File: src/rtl/hazard_ctrl.sv
// rtl/hazard_ctrl.sv - pipeline hazard controller: load-use stall, taken-branch flush, operand forwarding
// Keeps a shadow of the EX/MEM/WB slots to drive stall, flush and forwarding controls.
module hazard_ctrl (
    input  logic        clk,
    input  logic        rst,
    input  logic        valid_id,
    input  logic [4:0]  rs1_id,
    input  logic [4:0]  rs2_id,
    input  logic        use_rs1_id,
    input  logic        use_rs2_id,
    input  logic [4:0]  rd_id,
    input  logic        reg_write_id,
    input  logic        mem_read_id,
    input  logic        branch_taken_ex,
    output logic        stall_if,
    output logic        stall_id,
    output logic        flush_id,
    output logic        flush_ex,
    output logic [1:0]  fwd_a,
    output logic [1:0]  fwd_b,
    output logic [15:0] stall_count,
    output logic [15:0] flush_count,
    output logic [1:0]  state
);

    typedef enum logic [1:0] {
        ST_RUN      = 2'b00,
        ST_BR_FLUSH = 2'b01
    } state_e;

    state_e      state_q, state_d;
    logic        ex_valid_q, ex_we_q, ex_mr_q;
    logic [4:0]  ex_rs1_q, ex_rs2_q, ex_rd_q;
    logic        mem_valid_q, mem_we_q;
    logic [4:0]  mem_rd_q;
    logic        wb_valid_q, wb_we_q;
    logic [4:0]  wb_rd_q;
    logic [15:0] stall_cnt_q, flush_cnt_q;

    logic load_use;
    logic stall_d, flush_id_d, flush_ex_d;

    assign load_use = ex_valid_q && ex_mr_q && ex_we_q && (ex_rd_q != 5'd0) && valid_id &&
                      ((use_rs1_id && (rs1_id == ex_rd_q)) || (use_rs2_id && (rs2_id == ex_rd_q)));

    // Branch redirect outranks load-use; BR_FLUSH squashes the wrong-path fetch after redirect.
    always_comb begin
        stall_d    = 1'b0;
        flush_id_d = 1'b0;
        flush_ex_d = 1'b0;
        state_d    = state_q;
        if (state_q == ST_BR_FLUSH) begin
            flush_id_d = 1'b1;
            flush_ex_d = 1'b1;
            state_d    = ST_RUN;
        end else if (branch_taken_ex) begin
            flush_id_d = 1'b1;
            flush_ex_d = 1'b1;
            state_d    = ST_BR_FLUSH;
        end else if (load_use) begin
            stall_d    = 1'b1;
            flush_ex_d = 1'b1;
        end
    end

    assign stall_if    = stall_d && !rst;
    assign stall_id    = stall_d && !rst;
    assign flush_id    = flush_id_d && !rst;
    assign flush_ex    = flush_ex_d && !rst;
    assign stall_count = stall_cnt_q;
    assign flush_count = flush_cnt_q;
    assign state       = state_q;

    always_comb begin
        fwd_a = 2'b00;
        fwd_b = 2'b00;
        if (ex_valid_q) begin
            if (mem_valid_q && mem_we_q && (mem_rd_q != 5'd0) && (mem_rd_q == ex_rs1_q))
                fwd_a = 2'b10;
            else if (wb_valid_q && wb_we_q && (wb_rd_q != 5'd0) && (wb_rd_q == ex_rs1_q))
                fwd_a = 2'b01;
            if (mem_valid_q && mem_we_q && (mem_rd_q != 5'd0) && (mem_rd_q == ex_rs2_q))
                fwd_b = 2'b10;
            else if (wb_valid_q && wb_we_q && (wb_rd_q != 5'd0) && (wb_rd_q == ex_rs2_q))
                fwd_b = 2'b01;
        end
    end

    always_ff @(posedge clk or posedge rst) begin
        if (rst) begin
            state_q     <= ST_RUN;
            ex_valid_q  <= 1'b0;
            ex_we_q     <= 1'b0;
            ex_mr_q     <= 1'b0;
            ex_rs1_q    <= 5'd0;
            ex_rs2_q    <= 5'd0;
            ex_rd_q     <= 5'd0;
            mem_valid_q <= 1'b0;
            mem_we_q    <= 1'b0;
            mem_rd_q    <= 5'd0;
            wb_valid_q  <= 1'b0;
            wb_we_q     <= 1'b0;
            wb_rd_q     <= 5'd0;
            stall_cnt_q <= 16'd0;
            flush_cnt_q <= 16'd0;
        end else begin
            state_q     <= state_d;
            wb_valid_q  <= mem_valid_q;
            wb_we_q     <= mem_we_q;
            wb_rd_q     <= mem_rd_q;
            mem_valid_q <= ex_valid_q;
            mem_we_q    <= ex_we_q;
            mem_rd_q    <= ex_rd_q;
            if (flush_ex_d) begin
                ex_valid_q <= 1'b0;
                ex_we_q    <= 1'b0;
                ex_mr_q    <= 1'b0;
                ex_rs1_q   <= 5'd0;
                ex_rs2_q   <= 5'd0;
                ex_rd_q    <= 5'd0;
            end else begin
                ex_valid_q <= valid_id;
                ex_we_q    <= reg_write_id;
                ex_mr_q    <= mem_read_id;
                ex_rs1_q   <= rs1_id;
                ex_rs2_q   <= rs2_id;
                ex_rd_q    <= rd_id;
            end
            if (stall_d && (stall_cnt_q != 16'hFFFF))
                stall_cnt_q <= stall_cnt_q + 16'd1;
            if (flush_id_d && (flush_cnt_q != 16'hFFFF))
                flush_cnt_q <= flush_cnt_q + 16'd1;
        end
    end

endmodule
File: config.mk
export PLATFORM = sky130hd
export DESIGN_NAME = hazard_ctrl
export DESIGN_NICKNAME = d
export VERILOG_FILES = /design/src/rtl/hazard_ctrl.sv
export SDC_FILE = /design/constraint.sdc
export NUM_CORES = 1
export LEC_CHECK = 0
export ABC_AREA = 0
export CAP_MARGIN = 20
export CORE_UTILIZATION = 40
export DETAILED_ROUTE_END_ITERATION = 7
export PLACE_DENSITY_LB_ADDON = 0.3
export SETUP_SLACK_MARGIN = 0.5
export SYNTH_ARGS = -nofsm -noshare
export SYNTH_HDL_FRONTEND = slang
export SYNTH_SLANG_ARGS = --single-unit
File: constraint.sdc
create_clock -name clk -period 8.7 [get_ports clk]
set_input_delay 1.74 -clock clk [delete_from_list [all_inputs] [get_ports clk]]
set_output_delay 1.74 -clock clk [all_outputs]
set_load 0.03 [all_outputs]
* Word level (Yosys, flattened, before mapping) *
Index checks and enable logic that the tools add are counted.

operators by class
  equal/unequal tests = 9
  mux-type cells = 21
  add/subtract/negate cells = 2
  reductions and logical operators = 26

operator list
  cell                     number
  $add A16 B1 Y16 const B  2
  $ne A16 B16 Y1 const B   2
  $eq A5 B5 Y1             6
  $logic_and A1 B1 Y1      20
  $mux W5                  3
  $reduce_bool A5 Y1       3
  $mux W1                  12
  $mux W2                  6
  $eq A2 B1 Y1 const B     1
  $reduce_bool A2 Y1       1
  $logic_not A1 Y1         1
  $logic_or A1 B1 Y1       1

storage, ports and cells
  output and inout port bits = 42
  input port bits = 23
  logic and storage cells = 73
  register bits after elaboration = 66

* Longest topological paths before layout *
  depth after elaboration = 9
  depth in mapped cells = 6
  mapped depth without buffers = 6

* Least setup slack after synthesis *
OpenSTA, ideal clock, no wires.

  kind = input port to output port
  start = input rst
  end = output stall_if
  path slack = 3.085 ns
  data arrival time = 3.875 ns
  stages = 3
  path through = inv_1 and3_1 buf_4

between the ends
  word-level cells in the longest chain between the ends = 2

RTL lines
  element                            RTL line  text
  from (decl)                        5         input logic rst,
  $logic_not A1 Y1 (no source line)  --
  $logic_and A1 B1 Y1                --
  to (decl)                          15        output logic stall_if,

Every way passes these cells.

* Worst setup path in the final report *
  start = input rs1_id[4]
  end = output flush_ex

between the ends
  word-level cells in the longest chain between the ends = 8

RTL lines
  element              RTL line  text
  from (decl)          7         input logic [4:0] rs1_id,
  $eq A5 B5 Y1         44        ((use_rs1_id && (rs1_id == ex_rd_q)) || (use_rs2_id && (rs2_id == ex_rd_q)));
  $logic_and A1 B1 Y1  44
  $logic_or A1 B1 Y1   44
  $logic_and A1 B1 Y1  43        assign load_use = ex_valid_q && ex_mr_q && ex_we_q && (ex_rd_q != 5'd0) && valid_id &&
  $mux W1              60        end else if (load_use) begin
  $mux W1              56        end else if (branch_taken_ex) begin
  $mux W1              52        if (state_q == ST_BR_FLUSH) begin
  $logic_and A1 B1 Y1  69        assign flush_ex = flush_ex_d && !rst;
  to (decl)            18        output logic flush_ex,

Every way passes these cells.

==> flow_summary.ini <==
[sta]
fin_tns_setup_ns = 0
setup_viol = 0
slew_headroom_pct = 46.6
tightestPinTransition_ns = 0.801
rsz0062_at_grt = no
finalCritPeriodShare_pct = 69.2
fin_skew_ns = 0.00723
hold_viol_final = 0
maxSlewViolCount = 0
hold_ws_ns = 0.368
fin_crit_ns = 6.02
fmax_mhz = 166

[clock_tree]
cts_setup_buffers = 0
ctsResizeCount = 0
numCtsBuffers = 9
cts-root-buf = clkbuf_8
ctsHoldBuffers = 0
ctsLongestPathBuffers = 2
cts_tree = built
clk_latency_ns = 0.33
cts_max_level = 3
clkTransAtPathRegs_ns = 0.07
cts_sinks = 65

[synthesis]
syn_inst = 258
yosys_register_bits = 65
synthTopCellsByArea = dfrtp_1 (55%), xnor2_1 (12%), xor2_1 (5.3%)
yosysTopAreaCellShare_pct = 54.8
yosys_warnings = 0
synth_fp_nets = 283
ys_types = 34
yosysTopAreaCell = dfrtp_1
synth-seq-area-share_pct = 54.8
syn_area_sq_um = 2970
synth_area_per_cell_sq_um = 11.5

[critical_path]
critPathMaxFanout = 19
crit_arrival_ns = 4.28
rrSetupSlack_ns = 6.56
worst_r2r_path_depth = 5
end_kind = primary output
required_ns = 6.96
critPathKind = in2out
critPathLaunchType = input pin
reg2reg_to = stall_count[1]$_DFFE_PP0P_
worstReg2RegStart = ex_rd_q[4]$_DFF_PP0_

[floorplan]
ios = 65
core_area_sq_um = 7210
die_y_microns = 88.2
design.die.area_sq_um = 7770
std_cell_rows = 31
start_util_pct = 41.2
dieWidth_microns = 88.2

[place]
gp_congestion = 0.843
dp_hpwl_mm = 4.45
dp_cells = 416
io_buffers = 63
placed_area_sq_um = 3690

[drt]
viasPerCell = 5.03
drc = 0
ant_nets = 0
wire_per_inst_microns = 14.3
routed_wl_mm = 6.18
drt-pass1-iter-count = 4
drt_iter0_drc = 51
vias = 2171

[global_routing]
antenna_found_initial = 0
track_usage_pct = 17.3
grt_pass1_vias = 2190
overflow = 0
grt_pass1_wl_mm = 10.1
grt_max_degree = 66

[pwr]
max-vdd-ir-drop_uv = 165
power-per-cell-area_nw_per_um2 = 198
power_leakage_nw = 1.68

[min_path]
hold_depth = 0
min_from = ex_we_q$_DFF_PP0_
min_to = mem_we_q$_DFF_PP0_
hp-class = reg2reg

[final_layout]
area_growth_pct = 31.5
layout-drive-gt1-share_pct = 8.11
finalNetCount = 353
stdcell_area_sq_um = 3910
fin_cells = 432
num_antenna_cells = 0

[run]
drv_cap = 0

[status]
status = completed
-- layout make-up --
type                       instances  area (sq um)
clock buffer                      10           128
clock inverter                     6          82.6
fill                             648          3310
inverter                           4          15.0
multi-input combinational        184          1290
sequential                        65          1630
tap                               99           124
timing repair buffer              64           638
-- how the worst max path moves through the flow --
| stage | slack (ns) | start | cells past startpoint | end |
|---|---|---|---|---|
| 2_1_floorplan | 3.08 | rst | 3 | stall_if |
| 3_3_place_gp | 2.74 | rs1_id[1] | 7 | flush_ex |
| 3_5_place_dp | 2.69 | rs1_id[4] | 7 | flush_ex |
| 4_1_cts | 2.66 | rs1_id[4] | 7 | flush_ex |
| 5_1_grt | 2.49 | rs1_id[2] | 7 | flush_ex |
| 6_report | 2.68 | rs1_id[4] | 7 | flush_ex |
-- cells in the mapped netlist, drive strengths merged --
library cell	count
buf	5
nor2	12
inv	4
ha	2
dfrtp	65
a31oi	1
a21oi	2
nor2b	1
nand2	8
nand4	20
nand3	18
conb	1
mux2	3
and2	21
o22ai	1
and3	7
o211ai	2
nor3	5
o2111ai	1
o21ai	2
and4	3
xnor2	40
or4	5
nor4	7
or2	2
nand2b	1
xor2	18
and3b	1
-- critical path, stage by stage --
cell	delay (ns)
clkdlybuf4s50_1	0.48
xnor2_1	0.12
nand4_1	0.17
o22ai_2	0.67
a21oi_4	0.25
nor2_1	0.15
clkdlybuf4s50_1	0.69
-- metal layers --
layer	share of wire [%]	global-route usage, %
met2	52	30.5
met3	4.7	4.05
met5	0	0
met1	41	20.3
met4	2.0	7.18
-- registers in the layout, indices dropped and copies added (netlist names) --
register / flops
ex_mr_q: 1
ex_rd_q: 5
ex_rs1_q: 5
ex_rs2_q: 5
ex_valid_q: 1
ex_we_q: 1
flush_count: 16
mem_rd_q: 5
mem_valid_q: 1
mem_we_q: 1
stall_count: 16
state: 1
wb_rd_q: 5
wb_valid_q: 1
wb_we_q: 1
-- logic make-up after synthesis --
logic type	count (synthesis)	share of synthesized area, %
simple gates	111	21.4
flops	65	54.8
xor+xnor	58	17.1
compound gates	9	2.87
buf+inv	9	1.73
mux	3	1.14
fa+ha+maj	2	0.843
other cells	1	0.126
-- where the power goes --
group          internal, mW  leakage, nW  switching, mW  total [mW]
Combinational        0.0668        0.701         0.0749       0.142
Clock                 0.160        0.106          0.112       0.272
Sequential            0.327        0.870         0.0326       0.359
Total                 0.553         1.68          0.219       0.773
-- layout by cell type, fill, tap and decap left out --
cell and instances:
a21oi_1 1, a21oi_4 1, a31oi_1 1, and2_1 21, and3_1 7, and3b_1 1, and4_1 3, buf_4 1
bufinv_16 2, clkbuf_1 1, clkbuf_8 9, clkdlybuf4s50_1 63, clkinv_2 3, clkinvlp_4 1, conb_1 1, dfrtp_1 65
ha_1 2, inv_1 2, inv_2 2, mux2_2 3, nand2_1 8, nand2b_1 1, nand3_1 18, nand4_1 20
nor2_1 12, nor2b_1 1, nor3_1 5, nor4_1 7, o2111ai_1 1, o211ai_1 2, o21ai_0 1, o21ai_4 1
o22ai_2 1, or2_2 2, or4_1 4, or4_4 1, xnor2_1 40, xor2_1 18
-- per-stage QoR --
step           setup WS, ns  util [%]  total power [mW]
3_5_place_dp           2.69      51.2             0.508
3_3_place_gp           2.74      51.2             0.506
2_1_floorplan          3.08         -             0.446
4_1_cts                2.66      54.1             0.781
6_report               2.68      54.1             0.773
5_1_grt                2.49      54.1             0.808
No activity file was read; power rests on OpenSTA's default activity.
